## config.mk

```make
export PLATFORM = sky130hd
export DESIGN_NAME = up5bit_counter_sched
export DESIGN_NICKNAME = d
export VERILOG_FILES = /design/src/rtl/up5bit_counter_sched.sv
export SDC_FILE = /design/constraint.sdc
export NUM_CORES = 1
export LEC_CHECK = 0
export BUFFER_PORTS_ARGS = -buffer_cell sky130_fd_sc_hd__buf_2
export CAP_MARGIN = 20
export CORE_MARGIN = 1
export CORE_UTILIZATION = 49
export DETAILED_ROUTE_END_ITERATION = 16
export HOLD_SLACK_MARGIN = 0.06
export PLACE_DENSITY = 0.73
export SETUP_SLACK_MARGIN = 0.2
export SYNTH_ARGS = -nofsm -noshare
export SYNTH_HDL_FRONTEND = slang
export SYNTH_SLANG_ARGS = --single-unit
```

## constraint.sdc

```tcl
create_clock -name clk -period 1.75 [get_ports clk]
set_clock_uncertainty 0.1 [all_clocks]
set_input_delay 0.35 -clock clk [delete_from_list [all_inputs] [get_ports clk]]
set_output_delay 0.35 -clock clk [all_outputs]
set_load 0.01 [all_outputs]
```

## src/rtl/up5bit_counter_sched.sv

```systemverilog
// Round-robin scheduler sharing one WIDTH-bit up-counter between two requesters.
// Each grant clears the counter and runs it for RUN_LEN increments or until the owner withdraws.
module up5bit_counter_sched #(
  parameter int unsigned WIDTH   = 5,
  parameter int unsigned RUN_LEN = 8
) (
  input  logic             clk,
  input  logic             reset,
  input  logic [1:0]       req,
  output logic [1:0]       gnt,
  output logic             busy,
  output logic [WIDTH-1:0] count,
  output logic             done,
  output logic             aborted,
  output logic             wrap
);

  typedef enum logic [1:0] {StIdle, StRun, StRelease} state_e;

  localparam logic [6:0] LastBurst = 7'(RUN_LEN - 1);

  state_e           state_q, state_d;
  logic [1:0]       gnt_q, gnt_d;
  logic [WIDTH-1:0] count_q, count_d;
  logic [6:0]       burst_q, burst_d;
  logic             last_q, last_d;
  logic             done_q, done_d;
  logic             aborted_q, aborted_d;
  logic             wrap_q, wrap_d;
  logic             winner;

  always_ff @(posedge clk or negedge reset) begin
    if (!reset) begin
      state_q   <= StIdle;
      gnt_q     <= 2'b00;
      count_q   <= '0;
      burst_q   <= '0;
      last_q    <= 1'b1;
      done_q    <= 1'b0;
      aborted_q <= 1'b0;
      wrap_q    <= 1'b0;
    end else begin
      state_q   <= state_d;
      gnt_q     <= gnt_d;
      count_q   <= count_d;
      burst_q   <= burst_d;
      last_q    <= last_d;
      done_q    <= done_d;
      aborted_q <= aborted_d;
      wrap_q    <= wrap_d;
    end
  end

  always_comb begin
    state_d   = state_q;
    gnt_d     = gnt_q;
    count_d   = count_q;
    burst_d   = burst_q;
    last_d    = last_q;
    done_d    = done_q;
    aborted_d = aborted_q;
    wrap_d    = 1'b0;
    // On a tie the requester that did not win last time gets the counter.
    winner    = (req == 2'b11) ? ~last_q : req[1];
    unique case (state_q)
      StIdle: begin
        if (req != 2'b00) begin
          state_d = StRun;
          gnt_d   = winner ? 2'b10 : 2'b01;
          count_d = '0;
          burst_d = '0;
          last_d  = winner;
        end
      end
      StRun: begin
        // last_q doubles as the current owner index while running.
        if (req[last_q]) begin
          count_d = count_q + 1'b1;
          burst_d = burst_q + 7'd1;
          wrap_d  = &count_q;
          if (burst_q == LastBurst) begin
            state_d   = StRelease;
            gnt_d     = 2'b00;
            done_d    = 1'b1;
            aborted_d = 1'b0;
          end
        end else begin
          state_d   = StRelease;
          gnt_d     = 2'b00;
          done_d    = 1'b1;
          aborted_d = 1'b1;
        end
      end
      StRelease: begin
        state_d   = StIdle;
        done_d    = 1'b0;
        aborted_d = 1'b0;
      end
      default: state_d = StIdle;
    endcase
  end

  always_comb begin
    busy    = (state_q != StIdle);
    gnt     = gnt_q;
    count   = count_q;
    done    = done_q;
    aborted = aborted_q;
    wrap    = wrap_q;
  end

endmodule

```

Word level (Yosys, flattened, before mapping):

Index checks and enable logic that the tools add are counted.

* reduce and logical (&&, ||, !) cells: 11
* muxes and demuxes: 26
* bitwise operators: 1
* magnitude comparators: 1
* equality and inequality tests: 7
* add/sub/neg operators: 2

Operator list (number)
* 2-bit 2-to-1 mux: 7
* 7-bit 2-to-1 mux: 2
* 7-bit case mux with 2 select lines: 1
* 5-bit 2-to-1 mux: 2
* 5-bit case mux with 2 select lines: 1
* 1-bit 2-to-1 mux: 9
* 2-bit case mux with 2 select lines: 2
* 2-bit nonzero test: 4
* 7-bit by 1-bit adder with 7-bit output (second input constant): 1
* 7-bit by 3-bit equality test with 1-bit output (second input constant): 1
* 2-bit AND reduction: 3
* 3-bit AND reduction: 2
* 5-bit by 1-bit adder with 5-bit output (second input constant): 1
* 5-bit AND reduction: 1
* 2-bit equality test (second input constant): 2
* 2-bit != test (second input constant): 2
* 1-bit case mux with 2 select lines: 2
* 3-bit != test (second input constant): 1
* 2-bit by 1-bit equality test with 1-bit output (second input constant): 1
* 2-bit logical NOT: 1
* 1-bit by 2-bit less-than comparator with 1-bit output (second input constant): 1
* 1-bit inverter: 1

* output and inout port bits: 11
* register bits after elaboration: 20
* input bits: 4

Longest topological paths before layout:

Gate-level depths: netlist (run 1).

* depth after elaboration: 5
* mapped depth: 6
* depth with buffers taken out: 6

Worst setup path after synthesis (run 1):

OpenSTA, ideal clock, no wires.

* path kind: reg-to-reg
* from: register state_q[0]
* to: register burst_q[5]
* data arrival time: 1.660 ns
* buffers on the path: 0
* cell stages (with the launch flop): 7
* data required time: 1.572 ns
* path slack: -0.088 ns
* cell sequence: dfrtp_1 inv_1 ha_1 o22ai_1 a211o_1 or3_1 a21oi_1

* cells in the longest elaborated chain, start to end: 3

Ends and longest elaborated chain
* start: declaration: line 22 `state_e state_q, state_d;`
* start signal: assignment: line 34 `state_q <= StIdle;`
* start signal: assignment: line 43 `state_q <= state_d;`
* 2-bit by 1-bit equality test with 1-bit output or 2-bit logical NOT (tied branches): line 65 `unique case (state_q)`
* 2-bit != test (no line) or 2-bit nonzero test (tied branches)
* 3-bit AND reduction (no line)
* end signal: assignment: line 46 `burst_q <= burst_d;`
* end: declaration: line 25 `logic [6:0] burst_q, burst_d;`

Parallel ways exist; a longest one is shown, timed or not.
A chain may end at the register's enable or synchronous reset.

Worst setup path after layout (run 1):

* from: register burst_q[1]
* to: register done_q, in the netlist done

* cells in the longest elaborated chain, start to end: 3

Ends and longest elaborated chain
* 7-bit by 3-bit equality test with 1-bit output: line 81 `if (burst_q == LastBurst) begin`
* 3-bit != test (no line)
* 2-bit AND reduction (no line)
* end signal: assignment: line 48 `done_q <= done_d;`
* end: declaration: line 27 `logic done_q, done_d;`

Every way passes these cells.

==> flow_summary.toml, run 1 <==
[critical_path]
worst_setup_path_end_kind = "flop"
cp_slowest_cell = "dfrtp_1"
cp.arrival_ns = 1.80
path_class = "flop to flop"
crit_fanout = 3
r2r-end = "done"
ff2ff_setup_slack_ns = 0.04
startpoint_type = "flop"
reg2regPathDepth = 5
slowest_delay_ns = 0.42
crit_chain = "ha_2 > nor4bb_4 > a211oi_2 > nand2b_4 > mux2_4"
cp.required_ns = 1.85
regToRegStartpoint = "burst_q[1]"

[synth]
netlist_area_um2 = 1016
synth_edf_count = 0
syn_nets = 109
synth-main-ff-cell = "dfrtp_1"
yosys-top-cells-count = "dfrtp_1 (19), a21oi_1 (9), nor2_1 (9)"
synth_most_common_cell = "dfrtp_1"
synthArstFlopShare_pct = 100.0
syn_inst = 99
syn_area_per_cell_um2 = 10.26
ys_seq_area_share_pct = 49.38
synth_top_area_share_pct = 46.80
ys.warnings.count = 0
synth_top_cell_by_area = "dfrtp_1"
ys_types = 30
ys_seq_elements = 20
yosys-top-cells-area = "dfrtp_1 (47%), ha_1 (7.4%), a21oi_1 (4.4%)"

[global_routing]
grt_start_max_net_pins = 21
grt_pass1_vias = 867
gr-usage-all-layers_pct = 25.14
grt_overflow = 0
antenna_found_initial = 0
grt_first_pass_wirelength_mm = 3.877

[placed_design]
dp_hpwl_mm = 1.562
dpl.cell_count = 149
numPortBuffers = 14
routabilityCongestion = 0.8821

[outcome]
outcome = "completed"

[timing]
slew-limit-headroom_pct = 69.89
fmax_mhz = 586.2
final_max_slew_viol_count = 0
hold_viol_final = 0
worstMarginPinSlew_ns = 0.4516
fin_crit_sh_pct = 97.47
period_needed_ns = 1.706
grt_setup_unrepaired = "yes"
setup_viol = 0

[detailed_routing]
antenna_left = 0
firstDrtPassIters = 4
m1WireLength_mm = 1.195
drtIter0Drc = 15
drc = 0
wl_met2_mm = 1.389
wire_per_inst_um = 15.62
highest_layer = "met4"
wl_met3_um = 45
vias_per_cell = 5.394
num_vias = 917
routed_wl_mm = 2.655

[worst_hold_path]
min_from = "req[0]"
hold_path_depth = 2
hold_end = "last_q"
hold_path.class = "input pin to flop"

[clocking]
clk_latency_ns = 0.30
cts_buffer_depth = 2
cts-root-buf = "clkbuf_4"
ctsHtreeMaxLevel = 1
cts_made_buffers = 3
clk_pin_slew_ns = 0.12
cts_tree = "done"
cts_sinks = 20

[floorplan]
rows = 16
core_area_um2 = 1962
io_pins = 15
start_util_pct = 51.79
fp.dieH_um = 47.54
die_w_um = 47.54
die_area_um2 = 2260

[power_and_ir_drop]
peakVddDrop_uv = 1217
power-per-cell-area_nw_per_um2 = 1714
p_leak_nw = 0.6960
finalPower_mw = 2.608

[layout]
layout-drive-gt1-share_pct = 47.55
syn2layout_area_growth_pct = 49.75
antennaDiodeCount = 0
nFillCells = 141
finalNonFillerCells = 170
nNetsFinal = 154

[run]
cap_violations = 0
placed cells by master, fill, tap and decap left out, types with 2 or more instances in the layout:
| master | synthesis | routed |
|---|---|---|
| and3_1 | 3 | 3 |
| a22o_1 | 2 | 2 |
| nand3_1 | 5 | 5 |
| dfrtp_1 | 19 | 19 |
| inv_2 | 0 | 2 |
| or3_1 | 3 | 2 |
| a211oi_2 | 0 | 4 |
| xnor2_1 | 4 | 4 |
| a21oi_1 | 9 | 6 |
| buf_4 | 0 | 24 |
| buf_6 | 0 | 3 |
| nand2_1 | 4 | 4 |
| a21oi_2 | 0 | 3 |
| clkbuf_4 | 0 | 3 |
| o21ai_0 | 4 | 3 |
| nor2_1 | 9 | 9 |
| ha_1 | 6 | 3 |
| ha_4 | 0 | 2 |
| inv_1 | 7 | 4 |
| buf_2 | 0 | 13 |
| a21o_1 | 2 | 2 |
stage by stage:
step / hold WS (ns) / utilization [%] / instance area, um2 / setup TNS, ns / setup slack [ns]
after floorplan: -0.04559 / - / 1111 / 0 / 0.08946
after global placement: 0.2178 / 65.37 / 1282 / 0 / 0.04701
after detailed placement: 0.2217 / 65.37 / 1282 / 0 / 0.004553
after CTS: 0.2319 / 75.13 / 1474 / 0 / 0.05413
after global routing: 0.2261 / 77.55 / 1521 / -0.02070 / -0.02070
final: 0.2378 / 77.55 / 1521 / 0 / 0.04421
power breakdown:
group	switching (mW)	internal [mW]
combinational	0.765	0.834
sequential	0.127	0.610
clock	0.144	0.127
layout make-up:
cell class | count | area [um2] | share of cell area (%)
multi-input combinational | 71 | 629.4 | 41.37
tap | 27 | 33.78 | 2.220
inverter | 7 | 31.28 | 2.056
clock buffer | 4 | 36.28 | 2.385
timing repair buffer | 41 | 289.0 | 19.00
sequential | 20 | 501.7 | 32.98
layer usage:
layer	track usage, %	up-vias
met5	0	-
met4	8.333	0
li1	-	450
met1	30.31	454
met3	4.528	2
met2	45.21	11
what timing repair did:
action | 4_1_cts | 5_1_grt
hold buffers | 1 | 0
hold endpoints to repair | 19 | 0
buffers inserted | 13 | 3
pin swaps | 11 | 6
resized for setup | 10 | 7
endpoints found under the setup margin | 19 | 20
how the worst max path moves through the flow:
stage                from         end  slack, ns
3_5_place_dp   state_q[1]  burst_q[5]      0.005
2_1_floorplan  burst_q[0]        done       0.09
4_1_cts        state_q[1]  burst_q[6]       0.05
6_report       burst_q[1]        done       0.04
5_1_grt        burst_q[1]        done      -0.02
3_3_place_gp   state_q[1]  burst_q[5]       0.05
cells by family (layout without fill, tap and decap cells):
| group | count (synthesis) | after routing | share of synthesized area, % |
|---|---|---|---|
| AO/OA/AOI/OAI | 29 | 29 | 19.09 |
| XOR/XNOR | 4 | 4 | 3.448 |
| adder cells (fa/ha/maj) | 6 | 6 | 7.389 |
| buffers and inverters | 8 | 52 | 2.956 |
| flip-flops | 20 | 20 | 49.39 |
| multiplexers | 3 | 3 | 3.448 |
| AND/OR/NAND/NOR | 29 | 29 | 14.28 |
sequential cells by signal (all words and copies together), names as in the netlist:
register / flops
burst_q: 7
count: 5
gnt: 2
state_q: 2
aborted: 1
done: 1
last_q: 1
wrap: 1
worst max-delay path: cells and delay by family (launching register included):
kind / cells / cell delay [ns]
AND/OR/NAND/NOR: 2 / 0.34
adder cells (fa/ha/maj): 1 / 0.19
flip-flops: 1 / 0.42
multiplexers: 1 / 0.29
AO/OA/AOI/OAI: 1 / 0.26
(Power assumes the default switching activity.)
==> run 2, diff against run 1 <==
- CORE_UTILIZATION: 49 -> 55
- PLACE_DENSITY: 0.73 -> 0.77
- clock period: 1.75 -> 2 ns (I/O delays scaled with it)
==> run 2 against run 1 <==
  * Clock power grew 22%
  * First-iteration DRC count shrank 27%
  * Hold slack gained 0.058 ns
  * Clock-buffer cell count shrank 1
  * Non-clock buffer count shrank 7
  * Critical path type unchanged
  * Global-route usage grew 0.26 points
  * Utilization grew 3.5 points
  * Sequential share of layout area grew 2.9 points
==> flow_summary.toml, run 2 (synthesized netlist as in run 1, its figures left out) <==
[timing]
setup_tns_ns = 0
final_max_slew_viol_count = 0
hold_viol_final = 0
fmax_mhz = 534.8
grt_setup_unrepaired = "yes"
slew-limit-headroom_pct = 69.49
setup_viol = 0
fin_crit_sh_pct = 93.48
worstMarginPinSlew_ns = 0.4576
period_needed_ns = 1.870

[critical_path]
crit_family = "flip-flops"
cp_slowest_cell = "dfrtp_1"
cp.arrival_ns = 1.97
worst-path-buf-inv = 1
worst_setup_path_end_kind = "flop"
path_class = "flop to flop"
startpoint_type = "flop"
crit_chain = "ha_2 > nor4bb_4 > a211oi_2 > buf_4 > a21o_1 > mux2i_1"
cp.required_ns = 2.11
slowest_delay_ns = 0.40
crit_fanout = 4

[layout]
final_cell_mix = "dfrtp_1 (19), buf_4 (17), buf_2 (14)"
antennaDiodeCount = 0
final_common_cell = "dfrtp_1"
max_flop_register = "burst_q"
finalNonFillerCells = 161
nNetsFinal = 147
layout-drive-gt1-share_pct = 36.03
syn2layout_area_growth_pct = 37.81
stdcell_area_um2 = 1400
largest_register_ffs = 7

[clocking]
ctsHtreeMaxLevel = 1
clk_latency_ns = 0.30
cts-root-buf = "clkbuf_4"
cts_tree = "done"
cts_sinks = 20
cts_buffer_depth = 2
cts_made_buffers = 3
clk_pin_slew_ns = 0.12

[placed_design]
dp_hpwl_mm = 1.463
dpl.cell_count = 142
routabilityCongestion = 0.8148
numPortBuffers = 14
placed_area_um2 = 1154

[floorplan]
core_area_um2 = 1727
fp.dieH_um = 44.98
io_pins = 15
rows = 15
die_w_um = 44.98
die_area_um2 = 2023
start_util_pct = 58.84

[detailed_routing]
antenna_left = 0
wire_per_inst_um = 16.35
firstDrtPassIters = 4
drc = 0
vias_per_cell = 5.646
drtIter0Drc = 11
routed_wl_mm = 2.632
num_vias = 909

[power_and_ir_drop]
p_leak_nw = 0.6512
p_sw_share_pct = 38.01
p_seq_share_pct = 30.1
p_comb_share_pct = 54.8
p_switching_uw = 829.6
finalPower_mw = 2.182
peakVddDrop_uv = 963.6
power-per-cell-area_nw_per_um2 = 1559
clockPowerShare_pct = 15.1
internal_power_mw = 1.353

[global_routing]
gr-usage-all-layers_pct = 25.40
grt_start_max_net_pins = 21
grt_first_pass_wirelength_mm = 3.726
grt_overflow = 0
grt_pass1_vias = 876
antenna_found_initial = 0

[worst_hold_path]
hold_path.class = "input pin to flop"

[outcome]
outcome = "completed"

[run]
cap_violations = 0
## run 2: cell types whose count changed in the layout (fill, tap and decap cells not counted), sizes merged
cell / change
bufinv: +1
clkbuf: -1
buf: -7
## run 2: worst paths after layout
path                                  from         end  slack [ns]  cells past startpoint
worst min register to register    count[0]    count[0]        0.43                      1
min in group asynchronous            reset        wrap        0.47                      2
max in group asynchronous            reset      last_q        0.98                      2
worst max register to register  burst_q[1]  state_q[1]        0.13                      6
worst max-delay path            burst_q[1]  state_q[1]        0.13                      6
worst min-delay path                req[0]      last_q        0.30                      2
## run 2: area by class of cell
class	count	area, um2
clock buffers	3	22.52
clock inverters	1	30.03
fillers	102	326.6
inverters	7	26.28
multi-input cells	71	558.0
flip-flops and latches	20	501.7
well taps	25	31.28
repair buffers	34	230.2
## run 2: metrics by stage
step,hold WS (ns),util [%],worst slack (ns)
finish,0.2960,81.09,0.1303
CTS,0.2357,74.78,0.2112
global route,0.2828,81.09,0.03313
global placement,0.2638,66.81,0.1410
detailed placement,0.2670,66.81,0.09667
floorplan,0.004409,-,0.2085
## run 2: per-layer routing
layer	wire [um]	up-vias	GRT usage, %
met4	55	0	12.73
met5	0	-	0
met3	74	6	2.800
li1	-	434	-
met1	1144	448	32.12
met2	1358	21	42.90
## run 2: repair_timing
item	in CTS	in global routing
setup buffers	7	7
pin swaps	3	4
endpoints found under the setup margin	8	14
gates resized for setup	5	10
hold endpoints to repair	19	0
hold buffers	1	0
## run 2: power by group through the flow
stage	sequential (mW)	combinational, mW	clock, mW
after floorplan	0.661	0.479	0
after global placement	0.642	0.748	0
after detailed placement	0.648	0.777	0
after CTS	0.638	0.944	0.334
after global routing	0.673	1.29	0.352
final	0.657	1.20	0.329
==> run 3, diff against run 2 <==
- CORE_ASPECT_RATIO: unset -> 0.8
==> run 3 against run 2 <==
  * First-iteration DRC count grew to 3.4 times the previous value
  * Clock-buffer cell count is 1 higher
  * Non-clock buffer count is 3 lower
  * Clock power is 26% lower
  * Total power is 7.7% lower
  * Utilization is 0.58 points lower
  * Critical path depth is 1 higher
  * Critical path type unchanged
  * Critical endpoint is now count[2]
==> flow_summary.toml, run 3 (synthesized netlist as in run 1, its figures left out) <==
[outcome]
outcome = "completed"

[floorplan]
die_area_um2 = 2024
rows = 13
start_util_pct = 60.64
die_w_um = 50.05
fp.dieH_um = 40.44
core_area_um2 = 1675
io_pins = 15

[timing]
period_needed_ns = 1.868
fin_crit_sh_pct = 93.38
worstMarginPinSlew_ns = 0.4632
hold_viol_final = 0
fmax_mhz = 535.5
setup_viol = 0
slew-limit-headroom_pct = 69.04
final_max_slew_viol_count = 0
setup_tns_ns = 0
grt_setup_unrepaired = "yes"

[layout]
final_common_cell = "dfrtp_1"
antennaDiodeCount = 0
nNetsFinal = 144
final_cell_mix = "dfrtp_1 (19), buf_2 (13), buf_4 (13)"
syn2layout_area_growth_pct = 32.76
largest_register_ffs = 7
layout-drive-gt1-share_pct = 34.59
max_flop_register = "burst_q"
stdcell_area_um2 = 1349

[critical_path]
worst_setup_path_end_kind = "flop"
cp.arrival_ns = 2.00
slowest_delay_ns = 0.44
cp.required_ns = 2.14
crit_chain = "buf_6 > ha_4 > o22ai_2 > buf_4 > a21o_1 > or3_1 > a21oi_1"
path_class = "flop to flop"
startpoint_type = "flop"
cp_slowest_cell = "dfrtp_1"
crit_fanout = 6

[global_routing]
grt_pass1_vias = 753
antenna_found_initial = 0
grt_start_max_net_pins = 21
grt_overflow = 0
grt_first_pass_wirelength_mm = 3.256
gr-usage-all-layers_pct = 23.35

[clocking]
cts_sinks = 20
cts_buffer_depth = 2
cts_tree = "done"
cts-root-buf = "clkbuf_4"
cts_made_buffers = 3
ctsHtreeMaxLevel = 1
clk_pin_slew_ns = 0.12
clk_latency_ns = 0.32

[detailed_routing]
drtIter0Drc = 37
firstDrtPassIters = 4
num_vias = 931
routed_wl_mm = 2.568
wire_per_inst_um = 16.57
antenna_left = 0
vias_per_cell = 6.006
drc = 0

[placed_design]
numPortBuffers = 14
dp_hpwl_mm = 1.447
routabilityCongestion = 0.8705
placed_area_um2 = 1157

[run]
cap_violations = 0

[power_and_ir_drop]
peakVddDrop_uv = 840.6
p_leak_nw = 0.6338
power-per-cell-area_nw_per_um2 = 1493

[worst_hold_path]
hold_path.class = "input pin to flop"
[run 3: area by class of cell]
type | count | area, um2
sequential | 20 | 501.7
timing repair buffer | 31 | 217.7
clock buffer | 4 | 36.28
inverter | 7 | 28.78
tap | 22 | 27.53
fill | 88 | 326.6
multi-input combinational | 71 | 536.8
[run 3: final timing paths]
path                       slack (ns)    endpoint  cells past startpoint        from
max in group asynchronous        1.03      last_q                      2       reset
min reg2reg                      0.41     aborted                      1     aborted
max                              0.13    count[2]                      7  state_q[0]
max reg2reg                      0.13    count[2]                      7  state_q[0]
min in group asynchronous        0.44  state_q[0]                      2       reset
min                              0.23      last_q                      2      req[0]
[run 3: worst max-delay path: cells and delay by family, from the launching register on]
kind / cells / cell delay (ns)
and+or+nand+nor: 1 / 0.32
buffers and inverters: 2 / 0.30
AOI/OAI and AO/OA: 3 / 0.46
DFF: 1 / 0.44
adders and majority gates: 1 / 0.16
[run 3: metal layers]
metal  share of wire [%]  vias up  global-route usage (%)  wire (um)
met2                  47       54                   38.33       1199
met1                  44      436                   29.18       1121
met4                 1.9        0                   8.571         48
met3                 7.7        8                   7.955        199
met5                   0        -                       0          0
li1                    -      433                       -          -
[run 3: metrics by stage]
stage | total power [mW] | cells | util, % | setup slack (ns) | hold slack, ns
final | 2.014 | 155 | 80.51 | 0.1325 | 0.2337
after global routing | 2.126 | 155 | 80.51 | 0.08849 | 0.2306
after CTS | 1.796 | 149 | 75.50 | 0.1366 | 0.2146
after detailed placement | 1.447 | 140 | 69.08 | 0.1166 | 0.2710
after global placement | 1.407 | 140 | 69.08 | 0.09468 | 0.2648
after floorplan | 1.140 | 99 | - | 0.2085 | 0.004409
[run 3: timing repair]
item	4_1_cts	5_1_grt
endpoints found under the setup margin	9	10
hold buffers	1	0
resized for setup	7	9
cloned	0	0
pin swaps	3	6
setup buffers	4	6
hold endpoints to repair	19	0
[run 3: power breakdown]
group	total, mW	internal (mW)	switching [mW]	leakage [nW]
registers	0.652	0.534	0.118	0.259
clock network	0.244	0.111	0.132	0.0210
logic	1.12	0.554	0.564	0.353
total	2.01	1.20	0.815	0.634
